`config.mk`:
```
export PLATFORM = sky130hd
export DESIGN_NAME = mult_block_host
export DESIGN_NICKNAME = d
export VERILOG_FILES = /design/src/rtl/mult_block_host.sv
export SDC_FILE = /design/constraint.sdc
export NUM_CORES = 1
export LEC_CHECK = 0
export BUFFER_PORTS_ARGS = -buffer_cell sky130_fd_sc_hd__buf_4
export CAP_MARGIN = 20
export CORE_ASPECT_RATIO = 0.5
export CORE_MARGIN = 2
export CORE_UTILIZATION = 35
export CTS_CLUSTER_SIZE = 20
export DETAILED_ROUTE_END_ITERATION = 8
export GPL_TIMING_DRIVEN = 0
export PLACE_DENSITY = 0.65
export SLEW_MARGIN = 20
export SYNTH_ARGS = -nofsm -noshare
export SYNTH_HDL_FRONTEND = slang
export SYNTH_SLANG_ARGS = --single-unit
```
`constraint.sdc`:
```
create_clock -name clk -period 5 [get_ports clk]
set_input_delay 0.25 -clock clk [delete_from_list [all_inputs] [get_ports clk]]
set_output_delay 0.25 -clock clk [all_outputs]
set_load 0.03 [all_outputs]
```
`src/rtl/mult_block_host.sv`:
```
// mult_block_host -- host-side controller for the multiplier block client port.
//
// Drives a burst of operand pairs (two arithmetic sequences) with EN_mult held
// continuously until the multiplier reports its result memory full (RDY_mult
// low), then requests a block read and accumulates the streamed results.
//
// Ports:
//   clk, rst          clock, synchronous active-high reset
//   start             one-cycle pulse, accepted only while idle
//   op0_base/op0_step operand-0 sequence (first value, per-cycle increment)
//   op1_base/op1_step operand-1 sequence
//   EN_mult           burst enable to the multiplier
//   mult_input0/1     operand pair presented while EN_mult is high
//   RDY_mult          multiplier ready; low = result memory full
//   EN_blockRead      block-read request, held until the first valid word
//   VALID_memVal      result word valid
//   memVal_data       result word
//   busy              high whenever not idle
//   done              one-cycle completion pulse
//   word_count        words received in the last run
//   data_sum          sum of the words received in the last run
//   error             last run timed out (feed or read request)
//   fed_count         operand pairs issued in the last run (saturates at 255)
//   mismatch_count    (MULT_BLOCK_HOST_CHECK_EN only) result words that differ
//                     from the expected product, saturating at 255
//
// Build option: define MULT_BLOCK_HOST_CHECK_EN to add the result checker.

module mult_block_host #(
  parameter int WIDTH     = 16,
  parameter int DEPTH     = 64,
  parameter int TIMEOUT   = 255,
  parameter int PIPE_SKEW = 2
) (
  input  logic                          clk,
  input  logic                          rst,
  input  logic                          start,
  input  logic [WIDTH-1:0]              op0_base,
  input  logic [WIDTH-1:0]              op0_step,
  input  logic [WIDTH-1:0]              op1_base,
  input  logic [WIDTH-1:0]              op1_step,
  output logic                          EN_mult,
  output logic [WIDTH-1:0]              mult_input0,
  output logic [WIDTH-1:0]              mult_input1,
  input  logic                          RDY_mult,
  output logic                          EN_blockRead,
  input  logic                          VALID_memVal,
  input  logic [WIDTH-1:0]              memVal_data,
  output logic                          busy,
  output logic                          done,
  output logic [$clog2(DEPTH):0]        word_count,
  output logic [WIDTH+$clog2(DEPTH)-1:0] data_sum,
  output logic                          error,
  output logic [7:0]                    fed_count
`ifdef MULT_BLOCK_HOST_CHECK_EN
  ,
  output logic [7:0]                    mismatch_count
`endif
);

  localparam int CW = $clog2(DEPTH) + 1;
  localparam int SW = WIDTH + $clog2(DEPTH);
  localparam int TW = $clog2(TIMEOUT + 1);

  typedef enum logic [2:0] {
    S_IDLE, S_FEED, S_RELEASE, S_REQ, S_DRAIN, S_DONE
  } state_t;

  state_t           state;
  logic [WIDTH-1:0] step0, step1;
  logic [TW-1:0]    timer;
  logic             last_feed;   // RDY_mult seen low; one more enabled cycle due

  // A word is accepted in REQ (the first one) and in DRAIN; DRAIN is left as
  // soon as DEPTH words are in, so later words are never accepted.
  logic take_word;
  assign take_word = VALID_memVal && (state == S_REQ || state == S_DRAIN);

  logic at_depth;
  assign at_depth = (word_count == CW'(DEPTH - 1));

  always_ff @(posedge clk) begin
    if (rst) begin
      state        <= S_IDLE;
      EN_mult      <= 1'b0;
      EN_blockRead <= 1'b0;
      mult_input0  <= '0;
      mult_input1  <= '0;
      step0        <= '0;
      step1        <= '0;
      busy         <= 1'b0;
      done         <= 1'b0;
      word_count   <= '0;
      data_sum     <= '0;
      error        <= 1'b0;
      fed_count    <= '0;
      timer        <= '0;
      last_feed    <= 1'b0;
    end else begin
      done <= 1'b0;
      case (state)
        S_IDLE: begin
          if (start) begin
            step0       <= op0_step;
            step1       <= op1_step;
            mult_input0 <= op0_base;
            mult_input1 <= op1_base;
            word_count  <= '0;
            data_sum    <= '0;
            error       <= 1'b0;
            fed_count   <= '0;
            timer       <= '0;
            last_feed   <= 1'b0;
            EN_mult     <= 1'b1;
            busy        <= 1'b1;
            state       <= S_FEED;
          end
        end

        // EN_mult must stay high without gaps: a dropped cycle resets the
        // multiplier's write address.
        S_FEED: begin
          mult_input0 <= mult_input0 + step0;
          mult_input1 <= mult_input1 + step1;
          if (fed_count != 8'hFF) fed_count <= fed_count + 8'd1;
          timer <= timer + 1'b1;
          if (last_feed) begin
            EN_mult   <= 1'b0;
            last_feed <= 1'b0;
            state     <= S_RELEASE;
          end else if (!RDY_mult) begin
            // Full takes priority over a coincident timeout.
            last_feed <= 1'b1;
          end else if (timer == TW'(TIMEOUT - 1)) begin
            EN_mult <= 1'b0;
            error   <= 1'b1;
            done    <= 1'b1;
            state   <= S_DONE;
          end
        end

        S_RELEASE: begin
          EN_blockRead <= 1'b1;
          timer        <= '0;
          state        <= S_REQ;
        end

        S_REQ: begin
          if (VALID_memVal) begin
            EN_blockRead <= 1'b0;
            word_count   <= word_count + 1'b1;
            data_sum     <= data_sum + SW'(memVal_data);
            if (at_depth) begin
              done  <= 1'b1;
              state <= S_DONE;
            end else begin
              state <= S_DRAIN;
            end
          end else if (timer == TW'(TIMEOUT - 1)) begin
            EN_blockRead <= 1'b0;
            error        <= 1'b1;
            done         <= 1'b1;
            state        <= S_DONE;
          end else begin
            timer <= timer + 1'b1;
          end
        end

        S_DRAIN: begin
          if (VALID_memVal) begin
            word_count <= word_count + 1'b1;
            data_sum   <= data_sum + SW'(memVal_data);
            if (at_depth) begin
              done  <= 1'b1;
              state <= S_DONE;
            end
          end else begin
            done  <= 1'b1;
            state <= S_DONE;
          end
        end

        S_DONE: begin
          busy  <= 1'b0;
          state <= S_IDLE;
        end

        default: state <= S_IDLE;
      endcase
    end
  end

`ifdef MULT_BLOCK_HOST_CHECK_EN
  // Shadow generator: replays both operand sequences from base, advancing
  // once per received word at or beyond PIPE_SKEW, so word k is compared
  // with the product of pair k-PIPE_SKEW.
  logic [WIDTH-1:0]   sh0, sh1, sh_step0, sh_step1;
  logic [2*WIDTH-1:0] sh_prod;
  logic               chk_word;

  assign sh_prod  = sh0 * sh1;
  assign chk_word = take_word && (int'(word_count) >= PIPE_SKEW);

  always_ff @(posedge clk) begin
    if (rst) begin
      sh0            <= '0;
      sh1            <= '0;
      sh_step0       <= '0;
      sh_step1       <= '0;
      mismatch_count <= '0;
    end else if (state == S_IDLE && start) begin
      sh0            <= op0_base;
      sh1            <= op1_base;
      sh_step0       <= op0_step;
      sh_step1       <= op1_step;
      mismatch_count <= '0;
    end else if (chk_word) begin
      sh0 <= sh0 + sh_step0;
      sh1 <= sh1 + sh_step1;
      if (memVal_data != sh_prod[WIDTH-1:0] && mismatch_count != 8'hFF)
        mismatch_count <= mismatch_count + 8'd1;
    end
  end
`else
  logic unused_take;
  assign unused_take = take_word;
`endif

endmodule
```
* After elaboration in Yosys (flattened, before gate mapping)
Cells that the tools add are included.
W data, S select, Z words.
** Word-level totals
- Flip-flop bits (word level) :: 118
- Output and inout port bits :: 74
- Logic and storage cells :: 107
- Input port bits :: 85
** Operators by class
- Equality and inequality tests :: 19
- Add/subtract/negate cells :: 6
- Reductions and logical operators :: 18
- Multiplexer cells :: 49
** Operator list (number)
- $pmux W16 S2 :: 2
- $mux W22 :: 2
- $pmux W22 S2 :: 1
- $add A16 B16 Y16 :: 2
- $mux W16 :: 2
- $mux W8 :: 4
- $pmux W8 S4 :: 1
- $add A22 B16 Y22 :: 1
- $mux W3 :: 7
- $mux W1 :: 19
- $add A8 B1 Y8 const B :: 2
- $pmux W8 S2 :: 1
- $pmux W3 S5 :: 1
- $mux W7 :: 2
- $pmux W7 S2 :: 1
- $ne A2 B2 Y1 const B :: 6
- $ne A3 B3 Y1 const B :: 3
- $reduce_and A3 Y1 :: 3
- $eq A8 B8 Y1 const B :: 1
- $ne A8 B8 Y1 const B :: 1
- $pmux W1 S2 :: 4
- $reduce_and A2 Y1 :: 4
- $reduce_and A4 Y1 :: 2
- $reduce_bool A2 Y1 :: 4
- other kinds (13) :: 16

* Longest topological paths before layout
Gate-level depths: netlist of the first run.
- Depth after elaboration :: 5
- Depth in mapped cells :: 9
- Depth with buffers taken out :: 9

* Worst setup path after synthesis of the first run
OpenSTA, ideal clock, no wires.
- Path type :: reg2reg
- Start point :: register data_sum[0]
- End point :: register data_sum[20]
- Stages on the path, launching flop included :: 10
- Required time :: 4.883 ns
- Setup slack :: 2.700 ns
- Arrival :: 2.183 ns
- Clock period less this slack :: 2.300 ns
- Path buffers :: 0
- Library setup time :: 0.117 ns
- Cell sequence :: dfxtp_1 ha_1 inv_1 fa_1 nand2b_1 a21oi_1 o211ai_1 a211oi_1 xnor2_1 nor2_1
** On the way
- Longest elaborated chain between the ends :: 3
** RTL lines
- from (decl) :: RTL line 52 : output logic [WIDTH+$clog2(DEPTH)-1:0] data_sum,
- from (signal assigned) :: RTL line 152 : data_sum <= data_sum + SW'(memVal_data);
- from (signal assigned) :: RTL line 172 : data_sum <= data_sum + SW'(memVal_data);
- $add A22 B16 Y22 :: RTL line 152, 172
- $mux W22 :: RTL line 149, 170
- $pmux W22 S2 :: RTL line 101 : case (state)
No other way between the ends. The select of a mux whose other input is x is not followed.
A chain may end at the register's enable or synchronous reset.

* Final worst setup path of the first run
- Start point :: register state[2]
- End point :: register mult_input0[2]
** On the way
- Longest elaborated chain between the ends :: 3
- Elaborated cells on any way between the ends :: 6
- Classes of those cells :: eq/ne: 2; mux: 1; reduce/logical: 3
** RTL lines
- from (decl) :: RTL line 69 : state_t state;
- from (signal assigned) :: RTL line 84 : state <= S_IDLE;
- from (signal assigned) :: RTL line 116 : state <= S_FEED;
- from (signal assigned) :: RTL line 130 : state <= S_RELEASE;
- $eq A3 B1 Y1 or $logic_not A3 Y1 (tied branches) :: RTL line 101
- $reduce_bool A2 Y1 (no source line) or $ne A2 B2 Y1 (tied branches)
- $reduce_and A2 Y1 (no source line)
- to (signal assigned) :: RTL line 106 : mult_input0 <= op0_base;
- to (signal assigned) :: RTL line 123 : mult_input0 <= mult_input0 + step0;
- to (decl) :: RTL line 43 : output logic [WIDTH-1:0] mult_input0,
Parallel ways exist; a longest one is shown, timed or not.

==> results of run 1 <==
-- power groups by stage --
stage | logic (uW) | clock network [uW] | registers [uW]
2_1_floorplan | 350 | 0 | 1130
6_report | 663 | 1360 | 1050
3_3_place_gp | 651 | 0 | 1070
3_5_place_dp | 657 | 0 | 1070
4_1_cts | 660 | 1380 | 1050
5_1_grt | 728 | 1430 | 1060
-- sequential cells by signal, summed over array words and instances (netlist names), 3 cells and up --
name,cells
state,3
word_count,7
timer,8
mult_input0,16
fed_count,8
data_sum,22
step0,16
mult_input1,16
step1,16
-- worst register-to-register path, stage by stage, from the launching register on --
cell	delay [ps]
dfxtp_1	380
clkbuf_1	340
nor2_1	120
o21ai_0	150
clkbuf_1	530
clkbuf_1	550
nand2_1	120
a311oi_1	270
-- through the flow --
stage | cell area (um2) | utilization, % | setup WS, ps | total power (uW) | instances
3_3_place_gp | 8630 | 43.8 | 2500 | 1720 | 1330
6_report | 9270 | 47.1 | 2460 | 3070 | 1363
4_1_cts | 9270 | 47.1 | 2470 | 3090 | 1362
2_1_floorplan | 7110 | - | 2700 | 1480 | 906
5_1_grt | 9270 | 47.1 | 2300 | 3210 | 1362
3_5_place_dp | 8630 | 43.8 | 2500 | 1730 | 1330
-- cell families (layout without fill, tap and decap cells) --
kind of cell             after synthesis  after routing  synth area share [%]
AO/OA/AOI/OAI                        269            269                  24.1
AND/OR/NAND/NOR                      342            342                  21.9
adder cells (fa/ha/maj)               53             53                  9.65
multiplexers                          12             12                  1.69
buffers and inverters                 67            257                  3.86
other                                  0              1                     0
XOR/XNOR                              45             45                  5.55
flip-flops                           118            118                  33.2
-- cell type report --
type,instances,area share [%]
sequential,118,25.5
clock buffer,21,5.07
tap,266,3.59
inverter,24,0.972
timing repair buffer,158,12.8
antenna,1,0.0270
multi-input combinational,721,48.2
clock inverter,11,1.86
buffer,43,1.98
-- final timing paths --
check | start | endpoint | slack (ps) | depth (start not counted)
hold / removal | op1_step[0] | step1[0] | 70 | 3
setup / recovery | state[2] | mult_input0[2] | 2460 | 7
hold reg to reg | step1[9] | step1[9] | 460 | 2
setup reg to reg | state[2] | mult_input0[2] | 2460 | 7
-- metal layers --
metal  routed length (um)  up-vias
met3                 1420       33
li1                     -     3634
met2                10800      212
met4                  448        0
met5                    0        -
met1                11100     3475
-- placed cells by master, fill, tap and decap left out, types with 6 or more instances in the layout --
master and n:
o31ai_1 6, nor3_1 13, a21oi_1 97, dfxtp_1 118
o21ai_0 43, o211ai_1 6, or3_1 9, mux2i_1 12
o21a_1 8, a311oi_1 11, ha_1 50, nor2_1 89
xor2_1 21, buf_4 158, xnor2_1 24, a21o_1 15
o22ai_1 6, clkbuf_16 17, clkbuf_1 35, nand2b_1 11
a22oi_1 10, nor4_1 10, and3_1 8, inv_1 24
a31oi_1 13, a211oi_1 20, nand3_1 13, nand4_1 15
nand2_1 152, buf_2 6
==> flow_metrics.env, run 1 <==
export IMPL_synth_net_count=1044
export IMPL_synth_top_cell_area_share_pct=33.2
export IMPL_period_needed_ps=2540
export IMPL_fmaxAchievable_ghz=0.393
export IMPL_criticalPathCategory="reg2reg"
export IMPL_portBuffers=158
export IMPL_status="finished clean"
export IMPL_top_usage_layer="met2"
export IMPL_period_share_pct=50.9
export IMPL_yosys_area_top_type="dfxtp_1"
export IMPL_grt_use_met2_pct=35.5
export IMPL_htreeDepth=4
export IMPL_drv_cap=0
export IMPL_yosysUniqueCellTypes=65
export IMPL_irDropWorstVdd_mv=0.168
export IMPL_maxSlewViolCount=0
export IMPL_yosysWarnings=0
export IMPL_synth_edf_count=0
export IMPL_hold_violations=0
export IMPL_layout_drive_gt1_share_pct=18.8
export IMPL_p_per_area_nw_per_um2=332
export IMPL_synth_area_um2=7110
export IMPL_max_stage_delay_ps=550
export IMPL_synth_main_ff_cell="dfxtp_1"
export IMPL_dr_total_vias=7354
export IMPL_setup_viol=0
export IMPL_rows=36
export IMPL_power_leakage_uw=0.00402
export IMPL_setup_worst_path_end_class="flop"
export IMPL_cts_sinks=118
export IMPL_postRouteAntennaNets=0
export IMPL_worst_clock_skew_ps=10.2
export IMPL_register_area_um2=2360
export IMPL_worstMarginPinSlew_ps=840
export IMPL_viasPerCell=5.40
export IMPL_cp_max_fo=10
export IMPL_avgSynthCellArea_um2=7.84
export IMPL_wire_per_inst_um=17.5
export IMPL_rsz0062_at_grt="no"
export IMPL_min_path_type="in2reg"
export IMPL_grt_max_degree=17
export IMPL_required_ps=5330
export IMPL_cpMostUsedCell="clkbuf_1"
export IMPL_place_hpwl_mm=18.1
export IMPL_cp_start_kind="flop"
export IMPL_power_switching_uw=946
export IMPL_crit_path_cell_trace="clkbuf_1 -> nor2_1 -> o21ai_0 -> clkbuf_1 -> clkbuf_1 -> nand2_1 -> a311oi_1"
export IMPL_core_area_um2=19700
export IMPL_clk_pin_slew_ps=60
export IMPL_yosysMostFrequentCell="nand2_1"
export IMPL_grt_use_met1_pct=29.6
export IMPL_dr_pass1_iters=6
export IMPL_place_gp_congestion=0.925
export IMPL_syn_inst=906
export IMPL_sequentialPowerShare_pct=34.2
export IMPL_root_buffer="clkbuf_16"
export IMPL_track_usage_pct=22.3
export IMPL_grt_pass1_wl_mm=37.4
export IMPL_wl_mm=23.8
export IMPL_intPower_uw=2130
export IMPL_grtUsageMet3_pct=5.05
export IMPL_clockPowerShare_pct=44.2
export IMPL_antenna_found_initial=1
export IMPL_synth_area_top_cells="dfxtp_1, ha_1, nand2_1"
export IMPL_tns_ps=0
export IMPL_die_area_um2=21500
export IMPL_slew_limit_headroom_pct=44.0
export IMPL_ys_ff_latch=118
export IMPL_synthArstFlopShare_pct=0
export IMPL_p_comb_share_pct=21.6
export IMPL_fp_dieH_um=105
export IMPL_cts_resized=0
export IMPL_io_pins=159
export IMPL_hold_buffers=0
export IMPL_cp_top_family="buffers and inverters"
export IMPL_cts_tree="built"
export IMPL_initial_core_util_pct=36.1
export IMPL_first_iter_violations=418
export IMPL_drc=0
export IMPL_cp_num_buf_inv=3
export IMPL_ys_top_cells_by_count="nand2_1, dfxtp_1, a21oi_1"
export IMPL_seq_area_frac_synth_pct=33.2
export IMPL_grt_overflow=0
export IMPL_area_delta_synth_final_pct=30.5
export IMPL_nets=1221
export IMPL_grt_pass1_vias=7029
export IMPL_cts_setup_buffers=0
export IMPL_slowest_stage="clkbuf_1"
export IMPL_holdWs_ps=70.6
export IMPL_clk_latency_ps=430
export IMPL_n_fill_cell=1928
export IMPL_arrival_ps=2870
export IMPL_clockBufferDepth=2
export IMPL_fp_dieW_um=206
export IMPL_cts_buffers=17
export IMPL_p_sw_share_pct=30.8
export IMPL_multi_input_area_um2=4470
(Power assumes the default switching activity.)
==> inputs of run 2 (changes only) <==
==> constraint.sdc (replaced) <==
create_clock -name clk -period 2.5 [get_ports clk]
set_input_delay 0.125 -clock clk [delete_from_list [all_inputs] [get_ports clk]]
set_output_delay 0.125 -clock clk [all_outputs]
set_load 0.03 [all_outputs]
==> run 2 against run 1 <==
Flip-flop and latch count did not move. Clock-buffer cell count did not move. Clock power rose by 99%. Sequential power rose by 100%. Critical path depth rose by 1. Global-route usage rose by 0.55 points. Highest routed layer unchanged.
==> flow_metrics.env, run 2 (synthesis gave the netlist of run 1 again) <==
export IMPL_criticalPathCategory="reg2reg"
export IMPL_htreeDepth=4
export IMPL_viasPerCell=5.34
export IMPL_hold_violations=0
export IMPL_clk_latency_ps=420
export IMPL_max_stage_delay_ps=470
export IMPL_place_hpwl_mm=18.1
export IMPL_wire_per_inst_um=17.3
export IMPL_cp_num_buf_inv=1
export IMPL_crit_cells=8
export IMPL_power_leakage_uw=0.00423
export IMPL_tns_ps=0
export IMPL_layout_drive_gt1_share_pct=18.6
export IMPL_portBuffers=158
export IMPL_total_power_uw=6210
export IMPL_first_iter_violations=437
export IMPL_grt_max_degree=17
export IMPL_largest_reg_flops=22
export IMPL_slowest_stage="or4b_1"
export IMPL_io_pins=159
export IMPL_clockPowerShare_pct=43.7
export IMPL_p_per_area_nw_per_um2=636
export IMPL_cts_buffers=17
export IMPL_cts_tree="built"
export IMPL_top_usage_layer="met2"
export IMPL_required_ps=2860
export IMPL_p_comb_share_pct=22.4
export IMPL_maxSlewViolCount=0
export IMPL_final_common_cell="buf_4"
export IMPL_worstMarginPinSlew_ps=818
export IMPL_largest_register="data_sum"
export IMPL_rr_worst_depth=8
export IMPL_grt_pass1_wl_mm=38.4
export IMPL_place_gp_congestion=0.925
export IMPL_grt_use_met1_pct=30.1
export IMPL_fin_area_um2=9770
export IMPL_rsz0062_at_grt="no"
export IMPL_drv_cap=0
export IMPL_fp_dieH_um=105
export IMPL_core_area_um2=19700
export IMPL_sequentialPowerShare_pct=33.9
export IMPL_clk_pin_slew_ps=60
export IMPL_die_area_um2=21500
export IMPL_cpMostUsedCell="a211oi_1"
export IMPL_cts_sinks=118
export IMPL_arrival_ps=2730
export IMPL_final_cell_mix="buf_4, nand2_1, dfxtp_1"
export IMPL_irDropWorstVdd_mv=0.331
export IMPL_cp_max_fo=8
export IMPL_fp_dieW_um=206
export IMPL_slew_limit_headroom_pct=45.0
export IMPL_grtUsageMet3_pct=5.05
export IMPL_wl_mm=24.3
export IMPL_grt_pass1_vias=7232
export IMPL_hold_depth=3
export IMPL_root_buffer="clkbuf_16"
export IMPL_postLayoutCoreUtil_pct=49.6
export IMPL_worst_clock_skew_ps=9.08
export IMPL_cp_start_kind="flop"
export IMPL_p_sw_share_pct=30.6
export IMPL_power_switching_uw=1900
export IMPL_grt_use_met2_pct=36.4
export IMPL_n_fill_cell=1886
export IMPL_fmaxAchievable_ghz=0.422
export IMPL_track_usage_pct=22.9
export IMPL_setup_viol=0
export IMPL_period_needed_ps=2370
export IMPL_placed_cell_area_um2=8630
export IMPL_dr_total_vias=7526
export IMPL_dr_pass1_iters=5
export IMPL_crit_path_cell_trace="ha_1 -> clkbuf_1 -> a211oi_1 -> o21bai_1 -> a211oi_1 -> or2_2 -> or4b_1 -> nand2_1"
export IMPL_rows=36
export IMPL_grt_overflow=0
export IMPL_status="finished clean"
export IMPL_holdWs_ps=33.4
export IMPL_intPower_uw=4310
export IMPL_period_share_pct=94.9
export IMPL_setup_worst_path_end_class="flop"
export IMPL_antenna_found_initial=1
export IMPL_nets=1268
export IMPL_drc=0
export IMPL_area_delta_synth_final_pct=37.4
export IMPL_postRouteAntennaNets=0
export IMPL_min_path_type="in2reg"
export IMPL_cp_top_family="simple AND/OR/NAND/NOR gates"
export IMPL_initial_core_util_pct=36.1
export IMPL_clockBufferDepth=2
[run 2: power by group through the flow]
stage | registers [uW] | logic (uW) | clock network (uW)
detailed placement | 2150 | 1310 | 0
floorplan | 2270 | 701 | 0
finish | 2110 | 1390 | 2710
global placement | 2140 | 1300 | 0
global route | 2120 | 1520 | 2850
CTS | 2110 | 1380 | 2760
[run 2: timing repair]
item,in CTS,in global routing
buffers inserted,0,0
endpoints found under the hold margin,48,0
gates resized for setup,1,8
endpoints found under the setup margin,3,50
hold buffers,48,0
[run 2: metrics by stage]
step	worst slack, ps	instances
CTS	27.5	1410
detailed placement	-4.75	1330
floorplan	200	906
finish	128	1410
global route	10.5	1409
global placement	-3.09	1330
[run 2: final timing paths]
path                start               to  slack [ps]
max          data_sum[10]     data_sum[21]         130
max reg2reg  data_sum[10]     data_sum[21]         130
min          op0_base[15]  mult_input0[15]          30
min reg2reg      step1[9]         step1[9]         460
[run 2: per-layer routing]
layer	up-vias	share of wire, %
li1	3726	-
met1	3560	47
met2	204	46
met3	36	5.1
met4	0	2.1
met5	-	0
[run 2: tightest hold or removal path, delay by kind of cell]
family / cells / cell delay, ps
buffers and inverters: 1 / 90
AO/OA/AOI/OAI: 2 / 190
[run 2: area by class of cell]
type / count / area, um2 / share of cell area, %
Clock inverter: 11 / 173 / 1.77
Timing Repair Buffer: 206 / 1670 / 17.1
Tap cell: 266 / 333 / 3.41
Inverter: 24 / 90.1 / 0.922
Buffer: 42 / 184 / 1.88
Clock buffer: 21 / 470 / 4.82
Antenna cell: 1 / 2.50 / 0.0256
Sequential cell: 118 / 2360 / 24.2
Multi-Input combinational cell: 721 / 4490 / 45.9
